**src/rtl/echo_detector_pkg.sv**
```systemverilog
// Echo detector shared types and defaults.
// State encoding plus default tuning constants.
package echo_detector_pkg;

  typedef enum logic [1:0] {
    S_IDLE,
    S_BLANK,
    S_SEARCH,
    S_PULSE
  } state_t;

  localparam int DEF_THRESH    = 32;
  localparam int DEF_BLANK     = 4;
  localparam int DEF_MIN_WIDTH = 2;
  localparam int DEF_MAX_CNT   = 4095;
  localparam int DEF_CNT_W     = 16;

endpackage

```
**src/rtl/echo_peak_tracker.sv**
```systemverilog
// Tracks the largest sample of an echo and its timestamp.
// Ties keep the earliest timestamp.
module echo_peak_tracker
  import echo_detector_pkg::*;
#(
  parameter int CNT_W = DEF_CNT_W
) (
  input  logic             clk,
  input  logic             reset_n,
  input  logic             clear,
  input  logic             en,
  input  logic [7:0]       sample,
  input  logic [CNT_W-1:0] t,
  output logic [7:0]       peak_amp,
  output logic [CNT_W-1:0] peak_time
);

  // clear loads the first sample; later strictly larger samples replace it
  always_ff @(posedge clk or negedge reset_n) begin
    if (!reset_n) begin
      peak_amp  <= '0;
      peak_time <= '0;
    end else if (clear) begin
      peak_amp  <= sample;
      peak_time <= t;
    end else if (en && (sample > peak_amp)) begin
      peak_amp  <= sample;
      peak_time <= t;
    end
  end

endmodule

```
**src/rtl/echo_detector.sv**
```systemverilog
// Echo detector: blanks leakage, finds first wide echo,
// reports its peak and midpoint, or times out.
module echo_detector
  import echo_detector_pkg::*;
#(
  parameter int THRESH    = DEF_THRESH,
  parameter int BLANK     = DEF_BLANK,
  parameter int MIN_WIDTH = DEF_MIN_WIDTH,
  parameter int MAX_CNT   = DEF_MAX_CNT,
  parameter int CNT_W     = DEF_CNT_W
) (
  input  logic             clk,
  input  logic             reset_n,
  input  logic             start,
  input  logic [7:0]       signal,
  output logic             busy,
  output logic             valid,
  output logic             timeout,
  output logic [CNT_W-1:0] peak_time,
  output logic [CNT_W-1:0] mid_time,
  output logic [7:0]       peak_amp
);

  localparam logic [7:0]       THR   = 8'(THRESH);
  localparam logic [CNT_W-1:0] BL_M1 = CNT_W'(BLANK - 1);
  localparam logic [CNT_W-1:0] T_MAX = CNT_W'(MAX_CNT);
  localparam logic [CNT_W-1:0] W_MIN = CNT_W'(MIN_WIDTH);

  state_t           state_q, state_d;
  logic [CNT_W-1:0] cnt_q;
  logic [CNT_W-1:0] rise_q, fall_q, width_q;
  logic [CNT_W:0]   mid_sum;
  logic             above, at_max, wide, last_blank;
  logic             done, tout, trk_clear, trk_en;
  logic [7:0]       trk_amp;
  logic [CNT_W-1:0] trk_time;

  assign above      = signal >= THR;
  assign at_max     = cnt_q == T_MAX;
  assign wide       = width_q >= W_MIN;
  assign last_blank = cnt_q == BL_M1;
  assign busy       = state_q != S_IDLE;
  assign mid_sum    = {1'b0, rise_q} + {1'b0, fall_q};

  echo_peak_tracker #(.CNT_W(CNT_W)) u_peak (
    .clk       (clk),
    .reset_n   (reset_n),
    .clear     (trk_clear),
    .en        (trk_en),
    .sample    (signal),
    .t         (cnt_q),
    .peak_amp  (trk_amp),
    .peak_time (trk_time)
  );

  // Next state; echo end beats the MAX_CNT timeout on the same sample
  always_comb begin
    state_d   = state_q;
    done      = 1'b0;
    tout      = 1'b0;
    trk_clear = 1'b0;
    trk_en    = 1'b0;
    unique case (state_q)
      S_IDLE: begin
        if (start) state_d = (BLANK == 0) ? S_SEARCH : S_BLANK;
      end
      S_BLANK: begin
        if (at_max) begin
          tout    = 1'b1;
          state_d = S_IDLE;
        end else if (last_blank) begin
          state_d = S_SEARCH;
        end
      end
      S_SEARCH: begin
        if (at_max) begin
          tout    = 1'b1;
          state_d = S_IDLE;
        end else if (above) begin
          trk_clear = 1'b1;
          state_d   = S_PULSE;
        end
      end
      S_PULSE: begin
        if (above) begin
          trk_en = 1'b1;
          if (at_max) begin
            tout    = 1'b1;
            state_d = S_IDLE;
          end
        end else if (wide) begin
          done    = 1'b1;
          state_d = S_IDLE;
        end else if (at_max) begin
          tout    = 1'b1;
          state_d = S_IDLE;
        end else begin
          state_d = S_SEARCH;
        end
      end
      default: state_d = S_IDLE;
    endcase
  end

  // State, timestamp counter and one-cycle strobes
  always_ff @(posedge clk or negedge reset_n) begin
    if (!reset_n) begin
      state_q <= S_IDLE;
      cnt_q   <= '0;
      valid   <= 1'b0;
      timeout <= 1'b0;
    end else begin
      state_q <= state_d;
      valid   <= done;
      timeout <= tout;
      if (state_q == S_IDLE) cnt_q <= '0;
      else                   cnt_q <= cnt_q + 1'b1;
    end
  end

  // Rise/fall edges and saturating width of the open pulse
  always_ff @(posedge clk or negedge reset_n) begin
    if (!reset_n) begin
      rise_q  <= '0;
      fall_q  <= '0;
      width_q <= '0;
    end else if (trk_clear) begin
      rise_q  <= cnt_q;
      fall_q  <= cnt_q;
      width_q <= CNT_W'(1);
    end else if (trk_en) begin
      fall_q <= cnt_q;
      if (width_q != '1) width_q <= width_q + 1'b1;
    end
  end

  // Result registers hold until the next accepted echo
  always_ff @(posedge clk or negedge reset_n) begin
    if (!reset_n) begin
      peak_time <= '0;
      mid_time  <= '0;
      peak_amp  <= '0;
    end else if (done) begin
      peak_time <= trk_time;
      mid_time  <= mid_sum[CNT_W:1];
      peak_amp  <= trk_amp;
    end
  end

endmodule

```
**config.mk**
```make
export PLATFORM = sky130hd
export DESIGN_NAME = echo_detector
export DESIGN_NICKNAME = d
export VERILOG_FILES = /design/src/rtl/echo_detector_pkg.sv /design/src/rtl/echo_peak_tracker.sv /design/src/rtl/echo_detector.sv
export SDC_FILE = /design/constraint.sdc
export NUM_CORES = 1
export LEC_CHECK = 0
export CORE_MARGIN = 2
export CORE_UTILIZATION = 40
export DETAILED_ROUTE_END_ITERATION = 6
export PLACE_DENSITY = 0.64
export SETUP_SLACK_MARGIN = 0.1
export SLEW_MARGIN = 20
export SYNTH_ARGS = -nofsm -noshare
export SYNTH_HDL_FRONTEND = slang
export SYNTH_SLANG_ARGS = --single-unit
```
**constraint.sdc**
```tcl
create_clock -name clk -period 2.6 [get_ports clk]
set_input_delay 0.39 -clock clk [delete_from_list [all_inputs] [get_ports clk]]
set_output_delay 0.39 -clock clk [all_outputs]
set_load 0.01 [all_outputs]
```
== Word-level counts from Yosys, hierarchy flattened ==
Cells that the tools add are included.

* $add $sub $neg: 3
* Multiply operators: 0
* Divide/modulo/power cells: 0
* $lt $le $gt $ge: 3
* Equality and inequality tests: 10
* Shifts and indexed selects: 0
* Multiplexer cells: 31
* Bitwise logic cells: 0
* Reduce and logical (&&, ||, !) cells: 9

{| class="wikitable"
|+ Operators with widths
! operator !! number
|-
| 16-bit 2-to-1 mux || 8
|-
| 16-bit by 1-bit adder with 16-bit output (second input constant) || 2
|-
| 2-bit 2-to-1 mux || 9
|-
| 16-bit by 16-bit adder with 17-bit output || 1
|-
| 16-bit by 12-bit == test with 1-bit output (second input constant) || 1
|-
| 16-bit by 2-bit == test with 1-bit output (second input constant) || 1
|-
| 16-bit by 2-bit >= comparator with 1-bit output (second input constant) || 1
|-
| 8-bit 2-to-1 mux || 2
|-
| 16-bit != test (second input constant) || 1
|-
| 1-bit 2-to-1 mux || 10
|-
| 3-bit != test (second input constant) || 3
|-
| 8-bit by 6-bit >= comparator with 1-bit output (second input constant) || 1
|-
| 8-bit greater-than comparator || 1
|-
| 2-bit case mux with 4 select lines || 1
|-
| 2-bit nonzero test || 4
|-
| 2-bit == test (second input constant) || 2
|-
| 4-bit AND reduction || 1
|-
| 2-bit by 1-bit == test with 1-bit output (second input constant) || 1
|-
| 2-bit logical NOT || 1
|-
| 2-bit != test (second input constant) || 1
|-
| 1-bit case mux with 2 select lines || 1
|-
| 2-bit AND reduction || 1
|-
| 2-bit OR reduction || 1
|-
| 1-bit logical AND || 1
|}

* Register bits: 132
* Bits in latches: 0
* Bits in writable memories: 0
* Bits in read-only memories: 0
* Bits of input ports: 11
* Output and inout port bits: 43
* Logic and storage cells: 68
* Memories: 0

== Logic depth before layout (Yosys ltp) ==
Gate-level depths: netlist of the first run.

* Word-level depth: 6
* Depth in mapped cells: 10
* Depth with buffers taken out: 8

== Modules after synthesis ==
Synthesis of the first run repeated with hierarchy kept, for this count alone.

* Cell total of the unflattened synthesis: 792
* Area, all modules: 7364.6 um2

{| class="wikitable"
|+ By module, submodules not included
! module !! instances !! cells each !! area an instance (um2) !! seq. area each (um2)
|-
| echo_detector || 1 || 600 || 5639.2 || 2702.6
|-
| echo_peak_tracker || 1 || 192 || 1725.4 || 600.6
|}

== Worst setup path after synthesis of the first run ==
No wires, ideal clock.

* Kind: reg-to-reg
* Start point: reg cnt_q[0]
* End point: reg u_peak.peak_amp[0]
* Library setup time: 0.125 ns
* Arrival time: 2.165 ns
* Required time: 2.475 ns
* Slack: 0.310 ns
* Cell stages (with the launch flop): 11
* Buffers on the path: 3
* Clock period less this slack: 2.290 ns
* Path through: dfrtp_1 -> ha_1 -> nand3_4 -> nor3_4 -> nand3_2 -> and3_4 -> buf_6 -> a31o_1 -> buf_6 -> buf_6 -> mux2_4

* Longest elaborated chain between the ends: 4
* Elaborated cells between the ends (all ways): 5
* Those cells by class: eq/ne: 1; mux: 3; reduce/logical: 1

{| class="wikitable"
|+ RTL lines
! element !! RTL line !! text
|-
| start, declared || echo_detector.sv:30 || <nowiki>logic [CNT_W-1:0] cnt_q;</nowiki>
|-
| start signal, assigned || echo_detector.sv:117 || <nowiki>else cnt_q <= cnt_q + 1'b1;</nowiki>
|-
| 16-bit by 12-bit == test with 1-bit output * || echo_detector.sv:39 || <nowiki>assign at_max = cnt_q == T_MAX;</nowiki>
|-
| 1-bit 2-to-1 mux * || echo_detector.sv:76 || <nowiki>if (at_max) begin</nowiki>
|-
| 1-bit 2-to-1 mux * || echo_detector.sv:63 || <nowiki>unique case (state_q)</nowiki>
|-
| 8-bit 2-to-1 mux / 2-bit nonzero test (equally long branches) || n/a ||
|-
| end signal, assigned || echo_peak_tracker.sv:24 || <nowiki>peak_amp <= sample;</nowiki>
|-
| end signal, assigned || echo_peak_tracker.sv:27 || <nowiki>peak_amp <= sample;</nowiki>
|-
| end, declared || echo_peak_tracker.sv:14 || <nowiki>output logic [7:0] peak_amp,</nowiki>
|}

Mark *: on every way between the ends. The rest lies on a longest branch, timed or not.
A chain may end at the register's enable or synchronous reset.

== Final worst setup path of the first run ==
* Start point: reg rise_q[2]
* End point: reg mid_time[15]

* Longest elaborated chain between the ends: 1

{| class="wikitable"
|+ RTL lines
! element !! RTL line !! text
|-
| start, declared || echo_detector.sv:31 || <nowiki>logic [CNT_W-1:0] rise_q, fall_q, width_q;</nowiki>
|-
| start signal, assigned || echo_detector.sv:128 || <nowiki>rise_q <= cnt_q;</nowiki>
|-
| 16-bit by 16-bit adder with 17-bit output || echo_detector.sv:43 || <nowiki>assign mid_sum = {1'b0, rise_q} + {1'b0, fall_q};</nowiki>
|-
| end signal, assigned || echo_detector.sv:145 || <nowiki>mid_time <= mid_sum[CNT_W:1];</nowiki>
|-
| end, declared || echo_detector.sv:20 || <nowiki>output logic [CNT_W-1:0] mid_time,</nowiki>
|}

Every way passes these cells.

==> impl_metrics.toml, run 1 <==
[status]
outcome = "complete, but fails checks"
failing_checks = "negative hold slack"

[power_and_ir_drop]
power_per_cell_area_mw_per_mm2 = 857
p_leak_uw = 0.00378
power.total_uw = 6850
ir_worst_vdd_mv = 0.449

[finish]
antenna_cells = 0
drive_gt1_share_pct = 17.4
final_nets = 711
n_fill_cell = 1434
layoutNonFillerInstCount = 896
layout_area_overhead_pct = 23.3

[synthesis]
post-synth-top-count-cell = "sky130_fd_sc_hd__dfrtp_1"
yosys_warnings = 0
seq_area_frac_synth_pct = 50.9
synth_async_sr_flop_share_pct = 100
synth-edff-count = 0
yosys.area.top_type = "sky130_fd_sc_hd__dfrtp_1"
post_synth_num_cell_types = 60
leading_register_cell_type_out_of_synthesis = "sky130_fd_sc_hd__dfrtp_1"
synth-seq-cells = 132
synth.top_cells.by_count = "sky130_fd_sc_hd__dfrtp_1 (132), sky130_fd_sc_hd__nand2_1 (96), sky130_fd_sc_hd__mux2_2 (36), sky130_fd_sc_hd__nor2_1 (36), sky130_fd_sc_hd__ha_1 (30)"
postSynthAreaPerCell_um2 = 10.8
cell_area_synth_mm2 = 0.00649
synth_area_leaders = "sky130_fd_sc_hd__dfrtp_1 (51%), sky130_fd_sc_hd__mux2_2 (6.3%), sky130_fd_sc_hd__ha_1 (5.8%), sky130_fd_sc_hd__nand2_1 (5.6%), sky130_fd_sc_hd__mux2_4 (4.6%)"
synthesis.nets = 640
synth_largest_type_area_fraction_pct = 50.9
mapped_cells = 598

[grt]
groute.usage.overall_pct = 17.1
grt_pass1_wl_mm = 23.6
vias_in_the_first_global_route = 4798
globalRoute.totalOverflow = 0
antenna_found_initial = 0
grt_start_max_net_pins = 47

[clocking]
clock_sinks = 132
worst_skew_pair.late_latency_ps = 420
clockBufferDepth = 2
cts_inserted_buffers = 17
cts-root-buf = "sky130_fd_sc_hd__clkbuf_16"
cts_tree = "built"
cts_hold_buffers = 0
clk_pin_slew_ps = 50
htree_levels = 4

[die]
height_of_the_die_um = 131
die_area_mm2 = 0.0173
initial_core_util_pct = 40.8
std_cell_rows = 46
top_level_ports = 54
coreArea_mm2 = 0.0159
fp.dieW_um = 131

[worst_setup_path]
crit_path_cell_trace = "ha_1 -> nor2b_1 -> o2111ai_1 -> a31oi_2 -> a221oi_2 -> o221ai_1 -> a31o_2"
worstSetupPathType = "reg -> reg"
timing.critical_path.max_delay_family = "compound AO/OA/AOI/OAI gates"
path_depth = 7
worst-r2r-setup-slack_ps = 250
crit_path_top_delay_cell = "sky130_fd_sc_hd__a221oi_2"
critical_path.max_stage_delay_ps = 390
cp-start-kind = "flop"
worstPathRequired_ps = 2900
critical_path.endpoint_type = "flop"
reg2regPathDepth = 7
worstPathMaxFanout = 4
crit_arrival_ps = 2660
critPathBufInv = 0

[timing]
final-setup-viol-count = 0
setup_total_negative_slack_ps = 0
fin_worst_hold_slack_ps = -4.14
max_slew_headroom_pct = 56.6
layout_setup_ws_ps = 246
timing.final.max_slew_violations = 0
clock_skew_ps = 8.95
finalCriticalPeriod_ps = 2350
grt_setup_unrepaired = "no"
timing_hold_violations_final = 4
peak_freq_mhz = 425
worst_slew_pin_slew_ps = 651
fin_crit_share_pct = 90.5

[routing]
routedWlPerCell_um = 15.4
drt_first_pass_iters = 6
via_count = 4640
post-route-drc-count = 0
drt_first_iter_violations = 342
drt_wl_total_mm = 13.8
vias_per_cell = 5.18
detail-route-antenna-nets = 0

[placement]
port_buffer_cells = 53
placed_cells_incl_taps = 866
pre_cts_ws_ps = -137
gp_routability_congestion = 0.827
hpwl_mm = 9.72

[job]
cap_viol_max_count = 0

[min_path]
min_path_type = "in -> async"
timing repair:
action,in CTS,in global routing
gates resized for setup,0,4
hold endpoints to repair,0,0
setup endpoints to repair,0,23
setup buffers,0,0
sequential cells by signal, summed over array words and instances (netlist names):
register	count
cnt_q	16
fall_q	16
mid_time	16
peak_amp	8
peak_time	16
rise_q	16
state_q	2
timeout	1
u_peak.peak_amp	8
u_peak.peak_time	16
valid	1
width_q	16
metal layers:
metal,part of all wire [%],vias up,GRT usage (%)
met5,0,-,0
met4,2.1,0,7.73
met2,47,102,27.5
met3,3.4,24,3.78
met1,48,2280,22.1
li1,-,2234,-
layout by cell type, fill, tap and decap left out, types with 6 or more instances in the layout:
master	n
sky130_fd_sc_hd__a21o_1	6
sky130_fd_sc_hd__a21oi_1	19
sky130_fd_sc_hd__and3_1	6
sky130_fd_sc_hd__buf_4	20
sky130_fd_sc_hd__clkbuf_16	17
sky130_fd_sc_hd__clkdlybuf4s50_1	52
sky130_fd_sc_hd__dfrtp_1	131
sky130_fd_sc_hd__ha_1	29
sky130_fd_sc_hd__inv_1	25
sky130_fd_sc_hd__mux2_2	36
sky130_fd_sc_hd__mux2_4	20
sky130_fd_sc_hd__nand2_1	96
sky130_fd_sc_hd__nand3_1	15
sky130_fd_sc_hd__nand4_1	7
sky130_fd_sc_hd__nor2_1	36
sky130_fd_sc_hd__nor3_1	10
sky130_fd_sc_hd__nor4_1	7
sky130_fd_sc_hd__o21ai_0	27
sky130_fd_sc_hd__xnor2_1	19
sky130_fd_sc_hd__xor2_1	14
per-stage QoR:
step	utilization, %	area, um^2	hold WS (ps)
after floorplan	-	6490	94.4
after global placement	46.6	7400	448
after detailed placement	46.6	7400	459
after CTS	50.3	7980	13.8
after global routing	50.4	8000	49.3
final	50.4	8000	-4.14
path summary, 6_finish.rpt:
check | endpoint | from
worst max-delay path | mid_time[15] | rise_q[2]
worst min-delay path | valid | reset_n
worst max register to register | mid_time[15] | rise_q[2]
worst min register to register | peak_amp[0] | peak_amp[0]
max in group asynchronous | cnt_q[1] | reset_n
min in group clk | peak_amp[0] | peak_amp[0]
cell type report:
cell class	count	area (um^2)	share of cell area [%]
clock buffers	26	509	6.37
clock inverters	4	70.1	0.876
inverters	25	93.8	1.17
multi-input cells	416	2980	37.3
flip-flops and latches	132	3300	41.3
well taps	216	270	3.38
repair buffers	77	771	9.64
worst register-to-register path: cells and delay by family (launching register included):
kind                       cells  cell delay, ps
DFF                            1             380
adders and majority gates      1             350
AOI/OAI and AO/OA              5            1330
and+or+nand+nor                1             180
report_power, final:
| part | leakage [uW] | internal (uW) | switching, uW |
|---|---|---|---|
| logic | 0.00170 | 958 | 958 |
| registers | 0.00180 | 2360 | 220 |
| clock network | 0.000286 | 1520 | 827 |
| total | 0.00378 | 4850 | 2010 |
cell families after synthesis:
family	share of synthesized area, %
flip-flops	50.9
XOR/XNOR	4.46
adder cells (fa/ha/maj)	6.10
buffers and inverters	3.43
multiplexers	11.2
AND/OR/NAND/NOR	14.9
AO/OA/AOI/OAI	9.01
Note: power is estimated with default switching activity, not from simulation.
==> inputs of run 2 (changes only) <==
CORE_MARGIN = not set   (was 2)
clock period = 2.7 ns   (was 2.6 ns; I/O delays follow)
==> impl_metrics.toml, run 2 (same netlist as run 1, synthesis figures left out) <==
[status]
outcome = "finished clean"

[finish]
mostFrequentLayoutCell = "sky130_fd_sc_hd__dfrtp_1"
layout_area_overhead_pct = 22.7
antenna_cells = 0
final_nets = 706
most-common-layout-cells = "sky130_fd_sc_hd__dfrtp_1 (132), sky130_fd_sc_hd__nand2_1 (96), sky130_fd_sc_hd__clkdlybuf4s50_1 (52)"
drive_gt1_share_pct = 16.8
finalInstanceArea_mm2 = 0.00796

[placement]
hpwl_mm = 9.52
gp_routability_congestion = 0.843
dpl-instance-area_mm2 = 0.00734
pre_cts_ws_ps = -46.3
port_buffer_cells = 53

[worst_setup_path]
timing.critical_path.max_delay_family = "simple AND/OR/NAND/NOR gates"
worstSetupPathType = "reg -> reg"
critPathBufInv = 1
critical_path.endpoint_type = "flop"
crit_arrival_ps = 2720
rr_startpoint = "cnt_q[1]"
crit_path_top_delay_cell = "sky130_fd_sc_hd__dfrtp_1"
worstPathMaxFanout = 17
cp-start-kind = "flop"
crit_path_cell_trace = "ha_1 -> nand3_4 -> nor3_4 -> nand3_2 -> and3_4 -> a31o_1 -> buf_12 -> mux2_4"
critical_path.max_stage_delay_ps = 470
worstPathRequired_ps = 3000
crit_path_start = "cnt_q[1]"

[grt]
globalRoute.totalOverflow = 0
groute.usage.overall_pct = 18.0
antenna_found_initial = 0
grt_start_max_net_pins = 56
vias_in_the_first_global_route = 4713
grt_pass1_wl_mm = 23.0

[clocking]
cts_tree = "built"
buffer_count_from_post_cts_setup_fixing = 0
cts_inserted_buffers = 17
htree_levels = 4
clk_pin_slew_ps = 60
worst_skew_pair.late_latency_ps = 420
clock_sinks = 132
cts-root-buf = "sky130_fd_sc_hd__clkbuf_16"
clockBufferDepth = 2

[timing]
layout_setup_ws_ps = 280
max_slew_headroom_pct = 50.7
final-setup-viol-count = 0
peak_freq_mhz = 413
clock_skew_ps = 9.53
grt_setup_unrepaired = "no"
finalCriticalPeriod_ps = 2420
timing.final.max_slew_violations = 0
timing_hold_violations_final = 0
worst_slew_pin_slew_ps = 740
fin_crit_share_pct = 89.6

[die]
top_level_ports = 54
std_cell_rows = 46
coreArea_mm2 = 0.0159
fp.dieW_um = 129
die_area_mm2 = 0.0167
initial_core_util_pct = 40.8
height_of_the_die_um = 129

[routing]
post-route-drc-count = 0
drt_first_pass_iters = 4
drt_first_iter_violations = 314
drt_wl_total_mm = 13.5
vias_per_cell = 5.09
via_count = 4544
detail-route-antenna-nets = 0
routedWlPerCell_um = 15.1

[power_and_ir_drop]
power_per_cell_area_mw_per_mm2 = 833
p_leak_uw = 0.00376
ir_worst_vdd_mv = 0.460

[job]
cap_viol_max_count = 0

[min_path]
min_path_type = "in -> async"
run 2: cell types whose count changed in the layout (fill, tap and decap cells not counted), moves of 2 or more:
cell,delta
sky130_fd_sc_hd__clkinvlp_4,+2
sky130_fd_sc_hd__clkinv_2,+2
sky130_fd_sc_hd__buf_4,-3
sky130_fd_sc_hd__clkbuf_1,-2
sky130_fd_sc_hd__buf_12,-2
run 2: path summary, 6_finish.rpt:
path,endpoint,slack (ps),cells after the start
max reg2reg,u_peak.peak_time[10],280,8
min in group clk,peak_time[6],470,2
min reg2reg,peak_time[6],470,2
max in group asynchronous,peak_time[1],1820,3
min,mid_time[12],50,1
max,u_peak.peak_time[10],280,8
run 2: layout make-up:
type / instances / area (um^2)
clock inverter: 9 / 125
multi-input combinational: 416 / 2970
inverter: 25 / 93.8
tap: 216 / 270
timing repair buffer: 72 / 708
fill: 1466 / 7930
clock buffer: 23 / 488
sequential: 132 / 3300
run 2: per-stage QoR:
step                total power, uW  TNS, ps  std cells  util, %  hold WS (ps)
global route                   7020        0        893     50.1           111
global placement               4210        0        861     46.2           460
finish                         6630        0        893     50.1          54.3
CTS                            6710        0        893     50.1          74.6
floorplan                      3700        0        598        -           109
detailed placement             4310     -716        861     46.2           462
run 2: worst register-to-register path: cells and delay by family (launching register included):
family / cells / cell delay (ps)
buf+inv: 1 / 180
mux: 1 / 320
simple gates: 4 / 800
compound gates: 1 / 230
fa+ha+maj: 1 / 310
flops: 1 / 470
run 2: repair_timing:
action                                  in CTS  in global routing
endpoints found under the setup margin       0                  1
hold buffers                                 0                  0
gates resized for setup                      0                  1
run 2: routing by layer:
layer / GRT usage, % / vias to the layer above / routed length, um
li1: - / 2229 / -
met1: 22.9 / 2216 / 6340
met2: 29.3 / 76 / 6390
met3: 4.09 / 23 / 484
met4: 8.17 / 0 / 268
met5: 0 / - / 0
run 2: power breakdown:
part / switching, uW / internal (uW)
clock: 834 / 1540
combinational: 878 / 881
sequential: 224 / 2270
total: 1940 / 4700
==> inputs of run 3 (changes only) <==
CORE_ASPECT_RATIO = 1.1   (was not set)
==> impl_metrics.toml, run 3 (same netlist as run 1, synthesis figures left out) <==
[worst_setup_path]
critical_path.max_stage_delay_ps = 480
worstPathMaxFanout = 17
worstPathRequired_ps = 2990
crit_arrival_ps = 2700
worstSetupPathType = "reg -> reg"
crit_path_cell_trace = "ha_2 -> nand3_4 -> nor3_4 -> nand3_2 -> and3_4 -> a31o_1 -> buf_12 -> mux2_4"
critical_path.endpoint_type = "flop"
cp-start-kind = "flop"
crit_path_top_delay_cell = "sky130_fd_sc_hd__dfrtp_1"

[finish]
drive_gt1_share_pct = 17.0
final_nets = 705
most-common-layout-cells = "sky130_fd_sc_hd__dfrtp_1 (132), sky130_fd_sc_hd__nand2_1 (96), sky130_fd_sc_hd__clkdlybuf4s50_1 (52)"
n_fill_cell = 1388
mostFrequentLayoutCell = "sky130_fd_sc_hd__dfrtp_1"
layout_area_overhead_pct = 23.2
antenna_cells = 0
final_util_pct = 50.6
finalInstanceArea_mm2 = 0.00799

[power_and_ir_drop]
comb_power_share_pct = 25.7
power.switching_uw = 1960
p_sw_share_pct = 28.7
cell_internal_pwr_uw = 4870
pwr-share-seq_pct = 36.6
ir_worst_vdd_mv = 0.441
power.total_uw = 6820
clockPowerShare_pct = 37.7
power_per_cell_area_mw_per_mm2 = 854
p_leak_uw = 0.00377

[timing]
timing.final.max_slew_violations = 0
fin_worst_hold_slack_ps = 397
grt_setup_unrepaired = "no"
setup_total_negative_slack_ps = 0
peak_freq_mhz = 415
finalCriticalPeriod_ps = 2410
max_slew_headroom_pct = 68.5
clock_skew_ps = 10.0
fin_crit_share_pct = 89.3
final-setup-viol-count = 0
timing_hold_violations_final = 0
worst_slew_pin_slew_ps = 468

[grt]
groute.usage.overall_pct = 18.2
grt_start_max_net_pins = 66
antenna_found_initial = 0
vias_in_the_first_global_route = 4754
globalRoute.totalOverflow = 0
grt_pass1_wl_mm = 23.4

[routing]
drt_first_iter_violations = 224
post-route-drc-count = 0
drt_first_pass_iters = 4
vias_per_cell = 5.20
routedWlPerCell_um = 15.5
via_count = 4552
drt_wl_total_mm = 13.6
detail-route-antenna-nets = 0

[placement]
port_buffer_cells = 53
dpl-instance-area_mm2 = 0.00731
hpwl_mm = 9.50
gp_routability_congestion = 0.882

[die]
std_cell_rows = 48
die_area_mm2 = 0.0167
top_level_ports = 54
coreArea_mm2 = 0.0158
fp.dieW_um = 123
initial_core_util_pct = 41.1
height_of_the_die_um = 136

[status]
outcome = "finished clean"

[job]
cap_viol_max_count = 0

[clocking]
buffer_count_from_post_cts_setup_fixing = 0
clockBufferDepth = 2
clk_pin_slew_ps = 60
clock_sinks = 132
cts_tree = "built"
cts_inserted_buffers = 17
worst_skew_pair.late_latency_ps = 420
htree_levels = 4
cts-root-buf = "sky130_fd_sc_hd__clkbuf_16"

[min_path]
min_path_type = "in -> async"
## run 3: cell count changes in the layout (fill, tap and decap cells not counted), moves of 2 or more
| cell | previous run | this run |
|---|---|---|
| sky130_fd_sc_hd__clkinv_2 | 4 | 1 |
| sky130_fd_sc_hd__clkinvlp_4 | 2 | 5 |
| sky130_fd_sc_hd__buf_4 | 17 | 15 |
| sky130_fd_sc_hd__bufinv_16 | 3 | 5 |
| sky130_fd_sc_hd__clkbuf_1 | 2 | 0 |
## run 3: worst paths after layout
check | slack [ps] | to | depth (start not counted) | startpoint
hold reg to reg | 470 | peak_time[0] | 2 | u_peak.peak_time[0]
max in group asynchronous | 1650 | fall_q[7] | 3 | reset_n
setup reg to reg | 290 | u_peak.peak_time[13] | 8 | cnt_q[1]
setup / recovery | 290 | u_peak.peak_time[13] | 8 | cnt_q[1]
hold / removal | 400 | peak_time[12] | 2 | reset_n
min in group clk | 470 | peak_time[0] | 2 | u_peak.peak_time[0]
## run 3: metal layers
| layer | part of all wire (%) | GRT usage, % | routed length [um] | up-vias |
|---|---|---|---|---|
| met4 | 1.5 | 8.17 | 208 | 0 |
| met1 | 48 | 23.8 | 6500 | 2240 |
| met5 | 0 | 0 | 0 | - |
| met2 | 48 | 28.8 | 6520 | 80 |
| met3 | 2.5 | 3.91 | 344 | 17 |
| li1 | - | - | - | 2215 |
## run 3: area by class of cell
type	count	area, um^2	share of cell area [%]
Sequential cell	132	3300	41.3
Multi-Input combinational cell	416	2970	37.2
Timing Repair Buffer	71	703	8.80
Clock buffer	20	467	5.84
Tap cell	200	250	3.13
Clock inverter	12	201	2.52
Inverter	25	93.8	1.17
## run 3: power by group through the flow
stage | registers [uW] | logic [uW] | clock network, uW
global route | 2540 | 1960 | 2720
detailed placement | 2530 | 1770 | 0
floorplan | 2510 | 1180 | 0
global placement | 2520 | 1700 | 0
finish | 2500 | 1750 | 2570
CTS | 2510 | 1780 | 2630
## run 3: metrics by stage
stage | worst slack [ps] | cells
after floorplan | 410 | 598
after global placement | 9.24 | 843
after detailed placement | -25.4 | 843
after CTS | 249 | 876
after global routing | 127 | 876
final | 290 | 876
## run 3: worst max-delay path, delay by kind of cell (launching register included)
family	cells	cell delay (ps)
AO/OA/AOI/OAI	1	220
buffers and inverters	1	170
AND/OR/NAND/NOR	4	790
adder cells (fa/ha/maj)	1	290
flip-flops	1	480
multiplexers	1	310
## run 3: what timing repair did
item                                    CTS  global route
endpoints found under the setup margin    0            16
hold buffers                              1             0
resized for setup                         0             2
endpoints found under the hold margin    15             0
